===== config.mk =====
export PLATFORM = sky130hd
export DESIGN_NAME = sr_latch_driver
export DESIGN_NICKNAME = d
export VERILOG_FILES = /design/src/rtl/sr_latch_driver.sv
export SDC_FILE = /design/constraint.sdc
export NUM_CORES = 1
export LEC_CHECK = 0
export ABC_CLOCK_PERIOD_IN_PS = 1500
export BUFFER_PORTS_ARGS = -buffer_cell sky130_fd_sc_hd__clkbuf_2
export CORE_MARGIN = 3
export CORE_UTILIZATION = 46
export DETAILED_ROUTE_END_ITERATION = 6
export GPL_TIMING_DRIVEN = 0
export MAX_ROUTING_LAYER = met4
export PLACE_DENSITY_LB_ADDON = 0.05
export SETUP_SLACK_MARGIN = 0.3
export SLEW_MARGIN = 20
export SYNTH_ARGS = -nofsm -noshare
export SYNTH_HDL_FRONTEND = slang
export SYNTH_SLANG_ARGS = --single-unit

===== constraint.sdc =====
create_clock -name clk -period 1.5 [get_ports clk]
set_clock_uncertainty 0.15 [all_clocks]
set_input_delay 0.3 -clock clk [delete_from_list [all_inputs] [get_ports clk]]
set_output_delay 0.3 -clock clk [all_outputs]
set_load 0.05 [all_outputs]

===== src/rtl/sr_latch_driver.sv =====
// ----------------------------------------------------------------------------
// sr_latch_driver
//
// Drives an external set/reset latch with a timed, non-overlapping S or R
// pulse, waits a guard gap, then reads back the latch Q/notQ pins to confirm
// the new value.
//
// Parameters
//   PULSE_W  S/R pulse width in clock cycles (1..15)
//   GAP_W    guard cycles after the pulse with S=R=0 (0..15)
//
// Ports
//   clk        in   rising-edge clock
//   reset      in   synchronous active-high reset
//   req_valid  in   a latch command is offered
//   req_op     in   command: 1 = set (drive S), 0 = clear (drive R)
//   req_ready  out  block can accept a command this cycle
//   S, R       out  set / reset drives to the external latch
//   Q_fb       in   latch Q feedback
//   notQ_fb    in   latch notQ feedback
//   done       out  one-cycle pulse when a command completes
//   err        out  one-cycle pulse with done when readback fails
//   q_state    out  last confirmed latch value
// ----------------------------------------------------------------------------
module sr_latch_driver #(
    parameter int unsigned PULSE_W = 2,
    parameter int unsigned GAP_W   = 1
) (
    input  logic clk,
    input  logic reset,
    input  logic req_valid,
    input  logic req_op,
    output logic req_ready,
    output logic S,
    output logic R,
    input  logic Q_fb,
    input  logic notQ_fb,
    output logic done,
    output logic err,
    output logic q_state
);

    typedef enum logic [1:0] {
        ST_IDLE  = 2'd0,
        ST_PULSE = 2'd1,
        ST_GAP   = 2'd2,
        ST_CHECK = 2'd3
    } state_t;

    // Counter holds "cycles remaining minus one" in the current timed state.
    localparam logic [3:0] PULSE_LOAD = 4'(PULSE_W - 1);
    localparam logic [3:0] GAP_LOAD   = (GAP_W > 0) ? 4'(GAP_W - 1) : 4'd0;

    state_t     state_q, state_d;
    logic [3:0] cnt_q, cnt_d;
    logic       op_q, op_d;
    logic       q_state_q, q_state_d;
    logic       check_fail;

    // Readback is only looked at while in CHECK; a healthy latch shows Q equal
    // to the commanded value and complementary notQ.
    assign check_fail = (state_q == ST_CHECK) &&
                        ((Q_fb != op_q) || (notQ_fb == Q_fb));

    // Outputs decoded from registered state. S and R both depend on being in
    // PULSE and on opposite polarities of op_q, so they can never overlap.
    // req_ready is additionally masked by reset so no command is offered
    // acceptance while reset is being applied.
    assign req_ready = (state_q == ST_IDLE) && !reset;
    assign S         = (state_q == ST_PULSE) &&  op_q;
    assign R         = (state_q == ST_PULSE) && !op_q;
    assign done      = (state_q == ST_CHECK);
    assign err       = check_fail;
    assign q_state   = q_state_q;

    always_comb begin
        state_d   = state_q;
        cnt_d     = cnt_q;
        op_d      = op_q;
        q_state_d = q_state_q;

        unique case (state_q)
            ST_IDLE: begin
                if (req_valid && req_ready) begin
                    op_d    = req_op;
                    cnt_d   = PULSE_LOAD;
                    state_d = ST_PULSE;
                end
            end
            ST_PULSE: begin
                if (cnt_q == 4'd0) begin
                    if (GAP_W > 0) begin
                        cnt_d   = GAP_LOAD;
                        state_d = ST_GAP;
                    end else begin
                        cnt_d   = 4'd0;
                        state_d = ST_CHECK;
                    end
                end else begin
                    cnt_d = cnt_q - 4'd1;
                end
            end
            ST_GAP: begin
                if (cnt_q == 4'd0) begin
                    cnt_d   = 4'd0;
                    state_d = ST_CHECK;
                end else begin
                    cnt_d = cnt_q - 4'd1;
                end
            end
            ST_CHECK: begin
                // Only a confirmed readback updates the reported latch value.
                if (!check_fail) begin
                    q_state_d = op_q;
                end
                state_d = ST_IDLE;
            end
            default: begin
                state_d = ST_IDLE;
            end
        endcase
    end

    always_ff @(posedge clk) begin
        if (reset) begin
            state_q   <= ST_IDLE;
            cnt_q     <= 4'd0;
            op_q      <= 1'b0;
            q_state_q <= 1'b0;
        end else begin
            state_q   <= state_d;
            cnt_q     <= cnt_d;
            op_q      <= op_d;
            q_state_q <= q_state_d;
        end
    end

endmodule


; After elaboration in Yosys (flattened, before gate mapping)
; Index checks and enable logic that the tools add are counted.
[totals]
register_bits = 8
latchBits = 0
ramBits = 0
mem_bits_ro = 0
output_inout_bits = 6
word_cells = 37
memories = 0
[classes]
n_addsub = 1
n_mul = 0
div = 0
n_lt_le_gt_ge = 0
eq_ne = 8
n_shift = 0
n_mux = 7
n_bitwise = 1
reduce_logical = 16
[op_table]
columns = operator, n
row1 = 2-to-1 mux 4 bit, 2
row2 = one-hot mux 2 bit (4 select lines), 1
row3 = one-hot mux 4 bit (2 select lines), 1
row4 = 2-to-1 mux 2 bit, 3
row5 = AND reduction 2 bit, 3
row6 = logical AND 1 bit, 5
row7 = equality test 2 bit (second input constant), 2
row8 = zero test 4 bit, 1
row9 = inequality test 2 x 1 -> 1 bit (second input constant), 2
row10 = subtractor 4 x 1 -> 4 bit (second input constant), 1
row11 = AND reduction 3 bit, 1
row12 = equality test 2 x 1 -> 1 bit (second input constant), 1
row13 = zero test 1 bit, 2
row14 = zero test 2 bit, 1
row15 = inequality test 2 bit (second input constant), 1
row16 = nonzero test 2 bit, 1
row17 = OR reduction 2 bit, 1
row18 = equality test 1 bit, 1
row19 = logical OR 1 bit, 1
row20 = inequality test 1 bit, 1
row21 = NOT 1 bit, 1

; Logic depth before layout (Yosys ltp)
; Gate-level depths: netlist (run 1).
[logic_depth]
word_depth = 5
mapped_depth = 6
ltp_nobuf = 5

; Worst setup path before layout (run 1)
; OpenSTA, ideal clock, no wires.
[synth_path]
path_type = reg2out
startpoint = register state_q[0]
endpoint = output err
t_arrival_ns = 1.409
t_required_ns = 1.050
slack_ns = -0.359
stages_incl_launch_ff = 3
path_buffers = 0
path_cell_list = dfxtp_1 -> ha_1 -> and3_1
[synth_between]
elab_chain_len = 2
[synth_rtl]
columns = element, line_no
row1 = from (decl), 54  ; state_t state_q, state_d;
row2 = from (signal assigned), 131  ; state_q <= state_d;
row3 = equality test 2 bit, -
row4 = via done, 38  ; output logic done,
row5 = logical AND 1 bit, 62  ; assign check_fail = (state_q == ST_CHECK) &&
row6 = to (decl), 39  ; output logic err,
; The timed path passes the listed nets, and every way through them passes these cells.

; Worst setup path after layout (run 1)
[layout_path]
startpoint = register state_q[0]
endpoint = register cnt_q[3]
[layout_between]
elab_chain_len = 5
[layout_rtl]
columns = element, line_no
row1 = zero test 2 bit, "69, 82"
row2 = logical AND 1 bit, 69  ; assign req_ready = (state_q == ST_IDLE) && !reset;
row3 = logical AND 1 bit, 84  ; if (req_valid && req_ready) begin
row4 = inequality test 2 x 1 -> 1 bit (no line), -
row5 = AND reduction 2 bit (no line), -
row6 = to (signal assigned), 132  ; cnt_q <= cnt_d;
row7 = to (decl), 55  ; logic [3:0] cnt_q, cnt_d;
; Several ways; a longest one is shown, not always the timed one.
; A chain may end at the register's enable or synchronous reset.

==> results of run 1 <==
==> flip-flops by register name, indices dropped and copies added, names as in the netlist <==
signal	cells
cnt_q	4
state_q	2
op_q	1
q_state	1
==> worst max path at each step <==
stage,startpoint,to,slack [ps],depth (start not counted)
final,state_q[0],cnt_q[3],-300,8
after global routing,state_q[0],cnt_q[3],-330,8
after CTS,op_q,err,-260,3
after detailed placement,notQ_fb,err,-210,4
after global placement,notQ_fb,err,-190,4
after floorplan,state_q[0],err,3,2
==> synth_stat cells <==
master                      instances
sky130_fd_sc_hd__nand2b_1           2
sky130_fd_sc_hd__nand3b_1           2
sky130_fd_sc_hd__nor2_1             3
sky130_fd_sc_hd__nor2b_1            3
sky130_fd_sc_hd__nand2b_4           1
sky130_fd_sc_hd__inv_1              6
sky130_fd_sc_hd__ha_1               7
sky130_fd_sc_hd__nor4_1             1
sky130_fd_sc_hd__nand3_1            1
sky130_fd_sc_hd__and3_1             1
sky130_fd_sc_hd__a221oi_1           1
sky130_fd_sc_hd__buf_4              1
sky130_fd_sc_hd__and2_1             1
sky130_fd_sc_hd__nor3_1             4
sky130_fd_sc_hd__o22ai_1            2
sky130_fd_sc_hd__and2b_1            2
sky130_fd_sc_hd__a21oi_1            3
sky130_fd_sc_hd__o21ai_0            1
sky130_fd_sc_hd__and3b_4            1
sky130_fd_sc_hd__a32o_1             2
sky130_fd_sc_hd__mux2i_1            1
sky130_fd_sc_hd__nand2_1            5
sky130_fd_sc_hd__buf_6              1
sky130_fd_sc_hd__o21ai_1            1
sky130_fd_sc_hd__and3b_1            1
sky130_fd_sc_hd__o211a_1            1
sky130_fd_sc_hd__dfxtp_1            8
sky130_fd_sc_hd__nor3b_2            1
sky130_fd_sc_hd__or2_0              1
sky130_fd_sc_hd__or3b_2             1
sky130_fd_sc_hd__a2111oi_2          2
sky130_fd_sc_hd__o21a_1             2
==> per-layer routing <==
metal | vias up | wire length, um | global-route usage
li1 | 309 | - | -
met1 | 356 | 997 | 0.2806
met2 | 71 | 1426 | 0.4042
met3 | 19 | 312 | 0.04237
met4 | 0 | 127 | 0.1180
met5 | - | 0 | -
==> per-stage QoR <==
stage          instances  setup TNS (ps)  hold slack, ps  utilization  area (sq um)
2_1_floorplan         70               0           294.2            -         671.9
3_3_place_gp          94          -301.6           306.7       0.6234         739.5
3_5_place_dp          94          -308.6           310.1       0.6234         739.5
4_1_cts              106           -1097           69.58       0.8808          1045
5_1_grt              114           -2437           89.22       0.9652          1145
6_report             114           -2179           85.01       0.9652          1145
==> power by group through the flow <==
stage	registers [mW]	logic [mW]	clock network, mW
after detailed placement	0.368	0.873	0
final	0.386	1.77	0.189
after global routing	0.389	1.83	0.197
after global placement	0.365	0.868	0
after floorplan	0.349	0.744	0
after CTS	0.373	1.36	0.191
==> area by class of cell <==
class	instances	area (sq um)	share of cell area
Clock buffer	4	26.28	0.02295
Tap cell	14	17.52	0.01530
Buffer	2	22.52	0.01967
Multi-Input combinational cell	54	575.6	0.5027
Timing Repair Buffer	26	295.3	0.2579
Sequential cell	8	177.7	0.1552
Inverter	6	30.03	0.02623
==> kinds of logic after synthesis <==
group	count (synthesis)
simple gates	31
compound gates	15
buf+inv	8
flops	8
fa+ha+maj	7
mux	1
==> what timing repair did <==
item | CTS | global route
setup endpoints to repair | 12 | 14
endpoints found under the hold margin | 0 | 0
gates cloned | 0 | 0
pin swaps | 16 | 10
gates resized for setup | 45 | 10
buffers inserted | 8 | 8
==> impl_metrics.tcl, run 1 <==
set metrics [dict create \
    outcome "finished with violations" \
    violations "negative setup slack" \
    layout-drive-gt1-share 0.6500 \
    critPathMaxFanout 4 \
    diodes 0 \
    required_ps 1490 \
    synth.mux.area_fraction 0.01619 \
    clock-root-buffer "sky130_fd_sc_hd__clkbuf_4" \
    detailedRoute.firstIterationViolations 48 \
    nature_of_the_critical_path_startpoint "flip-flop" \
    post-route-period-util 1.201 \
    flop_pwr_share 0.165 \
    die_ar_sq_um 1819 \
    cts-buffers-inserted 3 \
    tritoncts "done" \
    synth-xor-area-share 0 \
    setup_viol 11 \
    clock_share_of_power 0.081 \
    critPathKind "reg2reg" \
    layout_setup_ws_ps -301.8 \
    rsz0062_at_grt "true" \
    share_of_synthesized_cell_area_in_full_adder_half_adder_and_majority_cells 0.1417 \
    synth-warning-count 0 \
    finalMaxSlewViolations 0 \
    critPathCaptureType "flip-flop" \
    antenna_left 0 \
    n_fill_cell 22 \
    yosysTopAreaCell "sky130_fd_sc_hd__dfxtp_1" \
    global_route_wire_length_before_repair_mm 3.222 \
    synth_compound_area_frac 0.1964 \
    synthCells 70 \
    post_layout_nets 114 \
    timing.critical_path.slowest_cell_delay_ps 390 \
    critPathTopFamily "buffers and inverters" \
    slowest_stage "sky130_fd_sc_hd__dfxtp_4" \
    initial_antenna_violation_count 0 \
    hold_buffers 0 \
    switching_power_mw 1.077 \
    rr_startpoint "state_q[0]" \
    clk_transition_reported_paths_ps 70 \
    power.share.switching 0.4602 \
    drv.max_cap_violation_count 0 \
    pwr_density_cell_nw_per_um2 2045 \
    detailroute.via_count 755 \
    main_combinational_cell_family_by_area_after_synthesis "simple AND/OR/NAND/NOR gates" \
    post_synth_num_cell_types 32 \
    clock.fmax_mhz 555.0 \
    initial_core_util 0.5211 \
    worst-slew-pin-transition_ps 427.6 \
    firstDrtPassIters 4 \
    grt_pass1_vias 655 \
    power.ir.vdd_worst_mv 1.475 \
    synth.net_count 83 \
    crit_chain "inv_4, ha_4, buf_6, buf_4, buf_6, nor2b_4, o22ai_1, a32o_1" \
    min_path_cells 2 \
    grt_start_max_net_pins 11 \
    power.internal_mw 1.264 \
    detailed_place_hpwl_um 953.1 \
    static-leakage-power_nw 0.4740 \
    worst_r2r_endpoint "cnt_q[3]" \
    fp.dieW_um 42.66 \
    timing.critical_path.mode_cell "sky130_fd_sc_hd__buf_6" \
    place.port_buffers 10 \
    synth_sequential_area_ratio 0.2591 \
    worst_ep_arrival_time_ps 1790 \
    layout-area-overhead-vs-synth_pct 85.22 \
    drt-total-wl_mm 2.863 \
    overflow_after_grt 0 \
    relSlewSlack 0.7146 \
    grt_util_all_layers 0.2440 \
    synth_top_cells_by_area "sky130_fd_sc_hd__dfxtp_1 (26%), sky130_fd_sc_hd__ha_1 (14%), sky130_fd_sc_hd__a2111oi_2 (4.9%), sky130_fd_sc_hd__inv_1 (3.6%), sky130_fd_sc_hd__a32o_1 (3.2%)" \
    post_synth_top_area_share 0.2591 \
    finalCriticalPeriod_ps 1802 \
    hold_path.startpoint "reset" \
    detail_route.wl_per_cell_um 25.11 \
    route.detailed.vias_per_inst 6.623 \
    clock_tree.htree_level_count 1 \
    synthSimpleGateAreaFrac 0.3198 \
    commonest_cells_after_routing_fill_and_taps_aside "sky130_fd_sc_hd__buf_4 (9), sky130_fd_sc_hd__buf_6 (8)" \
    final_common_cell "sky130_fd_sc_hd__buf_4" \
    floorplan.core_area_sq_um 1186 \
    clock_sink_count 8 \
    synthesis.area_per_instance_sq_um 8.830 \
    reg2reg_depth 8 \
    seq_cells_post_synth 8 \
    final-hold-violation-count 0 \
    clock_path_buffers 2 \
    floorplan.die.height_um 42.66 \
    placement.setup.worst_slack_ps -213.7 \
    worst_hold_path.endpoint "state_q[0]" \
    place.gp.congestion 0.9038 \
    worst-path-buf-inv 4 \
    core.rowCount 12 \
    reg2reg_slack_ps -300 \
    drc 0 \
    post_synthesis_instance_area_sq_um 618.1 \
    worstSkewPairLatency_ps 260 \
    fin_total_pwr_mw 2.342 \
    hold_wc_path_type "in2reg" \
    power_frac_comb 0.755 \
    ioPinCount 12 \
]
Power figures use the tool's default switching activity.
==> run 2, diff against run 1 <==
--- a/config.mk
+++ b/config.mk
@@ -5,11 +5,12 @@
 export SDC_FILE = /design/constraint.sdc
 export NUM_CORES = 1
 export LEC_CHECK = 0
+export ABC_AREA = 1
 export ABC_CLOCK_PERIOD_IN_PS = 1500
 export BUFFER_PORTS_ARGS = -buffer_cell sky130_fd_sc_hd__clkbuf_2
-export CORE_MARGIN = 3
-export CORE_UTILIZATION = 46
+export CORE_AREA = 3 3 40 42
 export DETAILED_ROUTE_END_ITERATION = 6
+export DIE_AREA = 0 0 43 45
 export GPL_TIMING_DRIVEN = 0
 export MAX_ROUTING_LAYER = met4
 export PLACE_DENSITY_LB_ADDON = 0.05
==> impl_metrics.tcl, run 2 <==
set metrics [dict create \
    outcome "finished with violations" \
    violations "negative setup slack" \
    global_route_wire_length_before_repair_mm 2.042 \
    layout-area-overhead-vs-synth_pct 73.59 \
    setup_viol 6 \
    critPathKind "reg2out" \
    cts-buffers-inserted 3 \
    largest_register "cnt_q" \
    layout.cell_area.non_filler_sq_um 962.2 \
    clock_share_of_power 0.079 \
    worst-path-buf-inv 3 \
    finalMaxSlewViolations 0 \
    worstSkewPairLatency_ps 260 \
    nature_of_the_critical_path_startpoint "flip-flop" \
    post_synth_num_cell_types 17 \
    cp.depth 5 \
    final-hold-violation-count 0 \
    synth.net_count 93 \
    detailedRoute.firstIterationViolations 11 \
    worst-slew-pin-transition_ps 183.6 \
    final_hold_slack_ps 144.0 \
    placement.setup.worst_slack_ps -45.12 \
    finalCriticalPeriod_ps 1630 \
    seq_cells_post_synth 8 \
    slowest_stage "sky130_fd_sc_hd__dfxtp_4" \
    grt_pass1_vias 514 \
    antenna_left 0 \
    power.internal_mw 1.189 \
    tritoncts "done" \
    post_synth_top_area_share 0.2889 \
    largest_reg_flops 4 \
    power.share.switching 0.4865 \
    ys_dominant_reg_cell "sky130_fd_sc_hd__dfxtp_1" \
    synth_edf_count 0 \
    required_ps 1050 \
    worst_ep_arrival_time_ps 1180 \
    synth.cells.most_frequent "sky130_fd_sc_hd__nand2_1 (16), sky130_fd_sc_hd__nor2_1 (11), sky130_fd_sc_hd__inv_1 (9)" \
    overflow_after_grt 0 \
    drc 0 \
    place.port_buffers 11 \
    place.gp.congestion 0.7647 \
    post_layout_nets 115 \
    synthCells 80 \
    layout-drive-gt1-share 0.5842 \
    drv.max_cap_violation_count 0 \
    ioPinCount 12 \
    floorplan.die.height_um 45 \
    drt-total-wl_mm 1.377 \
    detailroute.via_count 567 \
    clock_sink_count 8 \
    synth_sequential_area_ratio 0.2889 \
    flop_pwr_share 0.185 \
    critPathCaptureType "output port" \
    detail_route.wl_per_cell_um 11.87 \
    layout_setup_ws_ps -130.3 \
    critPathMaxFanout 4 \
    placedInstanceArea_sq_um 701.9 \
    yosysTopAreaCell "sky130_fd_sc_hd__dfxtp_1" \
    clk_transition_reported_paths_ps 60 \
    relSlewSlack 0.8776 \
    power.ir.vdd_worst_mv 1.728 \
    synth_top_cells_by_area "sky130_fd_sc_hd__dfxtp_1 (29%), sky130_fd_sc_hd__ha_1 (16%), sky130_fd_sc_hd__nand2_1 (11%), sky130_fd_sc_hd__nor2_1 (7.4%), sky130_fd_sc_hd__a21oi_1 (7.2%)" \
    die_ar_sq_um 1935 \
    core.rowCount 13 \
    initial_core_util 0.4314 \
    clock_path_buffers 2 \
    diodes 0 \
    clock_tree.htree_level_count 1 \
    hold_wc_path_type "in2reg" \
    synthesis.area_per_instance_sq_um 6.929 \
    synth-warning-count 0 \
    hold_buffers 0 \
    clock-root-buffer "sky130_fd_sc_hd__clkbuf_4" \
    post-route-period-util 1.087 \
    timing.setup.tns_ps -500.0 \
    post_synthesis_instance_area_sq_um 554.3 \
    reg2reg_depth 9 \
    power_frac_comb 0.737 \
    rsz0062_at_grt "true" \
    final_common_cell "sky130_fd_sc_hd__nand2_1" \
    grt_start_max_net_pins 10 \
    crit_chain "inv_4, ha_4, nand2_4, clkinvlp_4, clkbuf_16" \
    floorplan.core_area_sq_um 1285 \
    leading_registers_by_flop_count "cnt_q: 4 flops, state_q: 2 flops" \
    critPathTopFamily "flip-flops" \
    initial_antenna_violation_count 0 \
    synth_most_common_cell "sky130_fd_sc_hd__nand2_1" \
    grt_util_all_layers 0.1492 \
    timing.critical_path.slowest_cell_delay_ps 380 \
    synthArstFlopShare 0 \
    min_path_cells 2 \
    static-leakage-power_nw 0.4205 \
    pwr_density_cell_nw_per_um2 2406 \
    fp.dieW_um 43 \
    commonest_cells_after_routing_fill_and_taps_aside "sky130_fd_sc_hd__nand2_1 (12), sky130_fd_sc_hd__nor2_1 (8), sky130_fd_sc_hd__a21oi_1 (6)" \
    switching_power_mw 1.126 \
    detailed_place_hpwl_um 892.6 \
    route.detailed.vias_per_inst 4.888 \
    firstDrtPassIters 4 \
    clock.fmax_mhz 613.4 \
]
==> run 2: final timing paths <==
check             slack (ps)       start    endpoint
setup reg to reg         -30  state_q[1]  state_q[0]
setup / recovery        -130  state_q[1]           S
hold reg to reg          350        op_q        op_q
hold / removal           140       reset    cnt_q[3]
==> run 2: power groups by stage <==
stage	Sequential (mW)	Clock, mW	Combinational (mW)
after global routing	0.439	0.203	1.85
after floorplan	0.396	0	0.939
final	0.427	0.182	1.71
after global placement	0.406	0	1.09
after detailed placement	0.405	0	1.12
after CTS	0.425	0.192	1.44
==> run 2: worst register-to-register path: cells and delay by family, from the launching register on <==
| family | cells | cell delay (ps) |
|---|---|---|
| DFF | 1 | 380 |
| adders and majority gates | 1 | 170 |
| buffers and inverters | 4 | 390 |
| AOI/OAI and AO/OA | 1 | 140 |
| and+or+nand+nor | 3 | 170 |
==> run 2: metrics by stage <==
| step | cells | power (mW) | util |
|---|---|---|---|
| 3_5_place_dp | 106 | 1.523 | 0.5463 |
| 4_1_cts | 113 | 2.057 | 0.6933 |
| 5_1_grt | 116 | 2.493 | 0.7488 |
| 6_report | 116 | 2.315 | 0.7488 |
| 3_3_place_gp | 106 | 1.499 | 0.5463 |
| 2_1_floorplan | 80 | 1.335 | - |
==> run 2: cells by family (layout without fill, tap and decap cells) <==
group                    after synthesis  after routing  share of synthesized area
adder cells (fa/ha/maj)                7              7                     0.1580
AO/OA/AOI/OAI                         15             15                     0.1671
flip-flops                             8              8                     0.2889
AND/OR/NAND/NOR                       37             37                     0.2935
buffers and inverters                 13             34                    0.09255
==> run 2: layer usage <==
layer  track usage  wire length, um  vias to the layer above
met1        0.1711              622                      250
met4       0.05422               38                        0
li1              -                -                      299
met2        0.2246              625                       14
met5             -                0                        -
met3       0.07570               91                        4
==> run 2: timing repair <==
action,CTS,global route
endpoints found under the setup margin,13,13
setup buffers,3,3
gates resized for setup,35,14
pin swaps,5,6
endpoints found under the hold margin,0,0
==> run 2: cell type report <==
cell class	instances	area (sq um)
Inverter	13	62.56
Sequential cell	8	175.2
Clock buffer	4	26.28
Tap cell	15	18.77
Multi-Input combinational cell	59	488.0
Timing Repair Buffer	17	191.4
Fill cell	102	322.8
